--- config.mk ---
export PLATFORM = sky130hd
export DESIGN_NAME = hazard_ctrl
export DESIGN_NICKNAME = d
export VERILOG_FILES = /design/src/rtl/hazard_ctrl.sv
export SDC_FILE = /design/constraint.sdc
export NUM_CORES = 1
export LEC_CHECK = 0
export CORE_ASPECT_RATIO = 1.25
export CORE_UTILIZATION = 32
export DETAILED_ROUTE_END_ITERATION = 16
export PLACE_DENSITY = 0.61
export SLEW_MARGIN = 15
export SYNTH_ARGS = -nofsm -noshare
export SYNTH_HDL_FRONTEND = slang
export SYNTH_SLANG_ARGS = --single-unit
--- constraint.sdc ---
create_clock -name clk -period 2.55 [get_ports clk]
set_clock_uncertainty 0.15 [all_clocks]
set_input_delay 0.255 -clock clk [delete_from_list [all_inputs] [get_ports clk]]
set_output_delay 0.255 -clock clk [all_outputs]
set_load 0.01 [all_outputs]
--- src/rtl/hazard_ctrl.sv ---
// Hazard and sequencing controller for the 5-stage MIPS pipeline: load-use and
// MDU-occupancy stalls, taken-branch flushes, imem wait states, perf counters.
module hazard_ctrl #(
  parameter int MDU_LATENCY = 4,
  parameter int CNT_W       = 16
) (
  input  logic             clk,
  input  logic             reset,
  input  logic [4:0]       id_rs,
  input  logic [4:0]       id_rt,
  input  logic             id_uses_rs,
  input  logic             id_uses_rt,
  input  logic             id_is_mdu,
  input  logic             id_reads_hilo,
  input  logic             ex_memread,
  input  logic [4:0]       ex_rt,
  input  logic             ex_branch_taken,
  input  logic             imem_ready,
  output logic             pc_en,
  output logic             ifid_en,
  output logic             ifid_flush,
  output logic             idex_flush,
  output logic             mdu_busy,
  output logic [CNT_W-1:0] stall_cycles,
  output logic [CNT_W-1:0] flush_count
);

  typedef enum logic {
    RUN,
    MDU_BUSY
  } mduState_e;

  localparam logic [3:0] MduLoad = 4'(MDU_LATENCY);

  mduState_e        mduStateQ, mduStateD;
  logic [3:0]       mduCntQ, mduCntD;
  logic [CNT_W-1:0] stallCntQ, stallCntD;
  logic [CNT_W-1:0] flushCntQ, flushCntD;

  logic loadUse;
  logic mduHz;
  logic idStall;
  logic issue;

  // $zero is never a real load destination, so it cannot create a dependency.
  assign loadUse = ex_memread && (ex_rt != 5'd0) &&
                   ((id_uses_rs && (id_rs == ex_rt)) ||
                    (id_uses_rt && (id_rt == ex_rt)));
  assign mduHz   = (mduCntQ != 4'd0) && (id_is_mdu || id_reads_hilo);
  assign idStall = loadUse || mduHz;
  assign issue   = id_is_mdu && !idStall && !ex_branch_taken;

  always_ff @(posedge clk or posedge reset) begin
    if (reset) begin
      mduStateQ <= RUN;
      mduCntQ   <= 4'd0;
      stallCntQ <= '0;
      flushCntQ <= '0;
    end else begin
      mduStateQ <= mduStateD;
      mduCntQ   <= mduCntD;
      stallCntQ <= stallCntD;
      flushCntQ <= flushCntD;
    end
  end

  // A taken branch never cancels an op in flight; only issue reloads the count.
  always_comb begin
    mduStateD = mduStateQ;
    mduCntD   = mduCntQ;
    case (mduStateQ)
      RUN: begin
        if (issue) begin
          mduCntD   = MduLoad;
          mduStateD = MDU_BUSY;
        end
      end
      MDU_BUSY: begin
        if (issue) begin
          mduCntD = MduLoad;
        end else if (mduCntQ != 4'd0) begin
          mduCntD = mduCntQ - 4'd1;
          if (mduCntQ == 4'd1) begin
            mduStateD = RUN;
          end
        end else begin
          mduStateD = RUN;
        end
      end
      default: begin
        mduStateD = RUN;
        mduCntD   = 4'd0;
      end
    endcase
  end

  always_comb begin
    stallCntD = stallCntQ;
    flushCntD = flushCntQ;
    if (idStall && !ex_branch_taken && (stallCntQ != '1)) begin
      stallCntD = stallCntQ + 1'b1;
    end
    if (ex_branch_taken && (flushCntQ != '1)) begin
      flushCntD = flushCntQ + 1'b1;
    end
  end

  // Priority: reset, wrong-path flush, ID stall, imem wait, free run.
  always_comb begin
    pc_en      = 1'b1;
    ifid_en    = 1'b1;
    ifid_flush = 1'b0;
    idex_flush = 1'b0;
    if (reset) begin
      pc_en      = 1'b0;
      ifid_en    = 1'b0;
      ifid_flush = 1'b1;
      idex_flush = 1'b1;
    end else if (ex_branch_taken) begin
      ifid_flush = 1'b1;
      idex_flush = 1'b1;
    end else if (idStall) begin
      pc_en      = 1'b0;
      ifid_en    = 1'b0;
      idex_flush = 1'b1;
    end else if (!imem_ready) begin
      pc_en      = 1'b0;
      ifid_flush = 1'b1;
    end
  end

  assign mdu_busy     = (mduCntQ != 4'd0);
  assign stall_cycles = stallCntQ;
  assign flush_count  = flushCntQ;

endmodule

# After elaboration in Yosys (flattened, before gate mapping)
# Index checks and enable logic that the tools add are counted.
# classes
n_addsub	3
mux	23
reduce_logical	18
n_bitwise	1
n_eq_ne	7
# op_table
operator	n
$add A16 B1 Y16 const B	2
$ne A16 B16 Y1 const B	2
$mux W1	18
$mux W4	3
$eq A5 B5 Y1	2
$logic_and A1 B1 Y1	10
$pmux W4 S2	1
$reduce_bool A5 Y1	1
$eq A4 B1 Y1 const B	1
$reduce_bool A4 Y1	1
$sub A4 B1 Y4 const B	1
$logic_or A1 B1 Y1	3
$ne A3 B2 Y1 const B	1
$logic_not A1 Y1	2
$ne A2 B2 Y1 const B	1
$pmux W1 S2	1
$reduce_and A2 Y1	1
$not A1 Y1	1
# word_totals
wordCells	56
regBits	37

# Longest topological paths before layout
# depth
depth_word	10
depth_mapped	9

# Worst setup path before layout
# Ideal clock, no wire load.
# synth_path
path_type	reg-to-reg
from	register mduCntQ[0]
to	register stallCntQ[1] (netlist: stall_cycles[1])
path_stages_with_launch	9
t_arrival_ns	1.917
t_required_ns	2.275
n_path_buf	1
setup_slack_ns	0.357
cell_sequence	dfrtp_1 -> inv_1 -> ha_1 -> or3b_4 -> o21ai_0 -> o221ai_1 -> nand2_1 -> buf_6 -> mux2_4
# synth_via
elab_chain_cells	5
# synth_lines
element	line	source
start, declared	36	logic [3:0] mduCntQ, mduCntD;
start signal, assigned	61	mduCntQ <= mduCntD;
$reduce_bool A4 Y1	n/a	
net mdu_busy	23	output logic mdu_busy,
$logic_and A1 B1 Y1	49	assign mduHz = (mduCntQ != 4'd0) && (id_is_mdu || id_reads_hilo);
$logic_or A1 B1 Y1	50	assign idStall = loadUse || mduHz;
$logic_and A1 B1 Y1 (2 in a row)	100	if (idStall && !ex_branch_taken && (stallCntQ != '1)) begin
end signal, assigned	62	stallCntQ <= stallCntD;
end, declared	37	logic [CNT_W-1:0] stallCntQ, stallCntD;
# The timed path passes the listed nets, and every way through them passes these cells.
# A chain may end at the register's enable or synchronous reset.

# Worst setup path after layout
# layout_path
from	register mduCntQ[0]
to	output port idex_flush
# layout_via
elab_chain_cells	6
# layout_lines
element	line	source
$reduce_bool A4 Y1	49	
$logic_and A1 B1 Y1	49	
$logic_or A1 B1 Y1	50	
$mux W1	122	end else if (idStall) begin
$mux W1	119	end else if (ex_branch_taken) begin
$mux W1	114	if (reset) begin
end, declared	22	output logic idex_flush,
# No other way between the ends.

==> run_results.csv <==
group,metric,value,unit
timing,max-slew-margin-rel,68.7,%
critical_path,critPathArrivalTime,1980,ps
place,dp_cells,348,
synthesis,yosys_warnings,0,
synthesis,syn_inst,187,
critical_path,critPathRequiredTime,2140,ps
power_and_ir_drop,pwr_density_cell,762,nW/µm²
critical_path,cp_max_fo,7,
synthesis,synth_cell_types,39,
timing,slew_viol_final,0,
routing,antenna_left,0,
timing,max_slew.worst_pin.slew,469,ps
grt,grt_pass1_vias,1757,
clock_tree,tritoncts,"done",
synthesis,syn_area,2080,µm²
timing,timing.hold.ws,316,ps
synthesis,synth_edf_count,0,
timing,setup_viol,0,
timing,fmax,420,MHz
die,fp.dieArea,6830,µm²
routing,wl_per_cell,13.5,µm
power_and_ir_drop,total_power,2.31,mW
critical_path,startpoint_type,"register",
place,globalplace.congestion,0.674,
critical_path,slowest_delay,390,ps
die,boundaryPins,61,
synthesis,synth_nets,216,
clock_tree,cts_root_buf,"clkbuf_8",
die,dieWidth,74.1,µm
clock_tree,cts_buffers,5,
layout,syn_to_final_growth,45.9,%
clock_tree,ctsHoldBuffers,0,
die,die_y,92.2,µm
synthesis,ys.flop_type,"dfrtp_1",
synthesis,ys_ff_latch,37,
layout,final_cell_area,3040,µm²
routing,drc,0,
place,dp_hpwl,3530,µm
synthesis,synth_top_area_share,44.5,%
timing,rsz0062_at_grt,"false",
die,coreArea,6210,µm²
layout,drive_gt1_share,19.0,%
routing,viasPerCell,4.75,
routing,routed_wl,4830,µm
grt,grt_max_degree,38,
grt,grt_first_pass_wirelength,8050,µm
clock_tree,clockBufferDepth,2,
clock_tree,cts.htree.levels,2,
run,maxCapViolCount,0,
timing,hold_violations,0,
clock_tree,clock_sinks,37,
power_and_ir_drop,power_leakage,1.31,nW
critical_path,cp-end-kind,"output port",
layout,nets,301,
synthesis,synthArstFlopShare,100,%
clock_tree,insertion_delay,290,ps
grt,grt_overflow,0,
critical_path,crit_family,"buffers and inverters",
grt,grt_usage,15.2,%
layout,post-route-util,48.9,%
clock_tree,clk_pin_slew,80,ps
critical_path,cp_cell_sequence,"inv_1 -> ha_1 -> or3b_4 -> o21ai_2 -> o21a_2 -> buf_4 -> buf_6 -> nand2_1 -> clkbuf_2",
outcome,status,"finished, final reports clean",
grt,antenna_found_initial,0,
synthesis,synth-seq-area-share,44.5,%
routing,vias,1699,
synthesis,synth_area_leaders,"dfrtp_1 (44%), xnor2_1 (11%), xor2_1 (6.3%)",
timing,fin_crit_sh,93.4,%
die,rows,32,
place,io_buffers,60,
timing,fin_crit,2380,ps
worst_hold_path,hold_path_class,"in2async",
layout,fillCellCount,603,
power_and_ir_drop,irDropWorstVdd,0.621,mV
routing,dr.pass1.iters,4,
layout,antenna_cells,0,
place,place_area,2900,µm²
routing,drt_iter0_drc,46,
critical_path,crit_slowest_cell,"dfrtp_1",
die,start_util,33.5,%
critical_path,critical_path_class,"reg2out",
critical_path,crit_buf_inv,4,
layout,final_cells,358,
synthesis,synth_top_cell_by_area,"dfrtp_1",
synthesis,synth_area_per_cell,11.1,µm²
## placed cells by master (no fill, tap or decap), drive strengths merged, types with 2 or more instances in the layout
cell and instances:
and4 3, mux2 2, o31a 2, nor4 4, nand3 13, buf 22, xor2 15, and3 3
nand4 9, nor3 4, clkbuf 8, dfrtp 37, xnor2 27, nor2 12, dlymetal6s2s 2, clkdlybuf4s50 51
ha 5, a21oi 2, inv 6, dlygate4sd2 4, or4 2, o21ai 4, nand2 17, nor3b 4
## power by group
part | total [mW] | switching, mW | internal (mW)
Clock | 0.537 | 0.219 | 0.318
Combinational | 0.874 | 0.374 | 0.500
Sequential | 0.900 | 0.170 | 0.730
## cell type report
cell class | instances | area [µm²] | share of cell area (%)
Clock buffer | 6 | 82.6 | 2.72
Clock inverter | 2 | 37.5 | 1.24
Inverter | 6 | 22.5 | 0.742
Multi-Input combinational cell | 141 | 1110 | 36.7
Sequential cell | 37 | 926 | 30.5
Tap cell | 85 | 106 | 3.50
Timing Repair Buffer | 81 | 747 | 24.6
## metal layers
metal	track usage, %	vias up	share of wire, %
met5	0	-	0
met4	4.33	0	1.1
met3	4.18	7	6.7
met2	26.1	50	49
met1	18.3	821	43
li1	-	821	-
## worst min-delay path, stage by stage
cell and delay (ps):
clkdlybuf4s50_1 470, inv_1 80, buf_4 400
## what timing repair did
item / CTS / global route
hold endpoints to repair: 0 / 0
resized for setup: 13 / 9
setup endpoints to repair: 4 / 3
pin swaps: 2 / 0
buffers inserted: 2 / 0
## flip-flops by register name, indices dropped and copies added (netlist names)
signal,flops
mduStateQ,1
mduCntQ,4
stall_cycles,16
flush_count,16
## through the flow
| stage | setup WS (ps) | TNS, ps |
|---|---|---|
| after detailed placement | -250 | -875 |
| after global routing | 16.2 | 0 |
| final | 169 | 0 |
| after floorplan | 357 | 0 |
| after CTS | 2.44 | 0 |
| after global placement | -231 | -816 |
## synthesized netlist by cell type, drive strengths merged (4+ instances only)
master / instances
nor4: 4
xnor2: 27
nand4: 9
inv: 6
nor3: 4
nand3: 13
nor2: 12
dfrtp: 37
ha: 5
o21ai: 4
nor3b: 4
xor2: 15
nand2: 17
## path summary, 6_finish.rpt
kind,end,cells past startpoint,startpoint,slack (ps)
worst max-delay path,idex_flush,9,mduCntQ[0]$_DFFE_PP0P_,170
worst min-delay path,mduCntQ[3]$_DFFE_PP0P_,3,reset,320
worst max register to register,stall_cycles[7]$_DFFE_PP0P_,7,stall_cycles[1]$_DFFE_PP0P_,290
worst min register to register,flush_count[15]$_DFFE_PP0P_,1,flush_count[15]$_DFFE_PP0P_,350
max in group asynchronous,flush_count[1]$_DFFE_PP0P_,3,reset,1590
min in group clk,flush_count[15]$_DFFE_PP0P_,1,flush_count[15]$_DFFE_PP0P_,350
## logic make-up (layout without fill, tap and decap cells)
kind of cell | count (synthesis) | in the layout | synth area share, %
simple gates | 78 | 78 | 25.0
xor+xnor | 42 | 42 | 17.7
flops | 37 | 37 | 44.5
compound gates | 14 | 14 | 6.13
buf+inv | 9 | 95 | 2.40
fa+ha+maj | 5 | 5 | 3.01
mux | 2 | 2 | 1.26
Note: power is estimated with default switching activity, not from simulation.
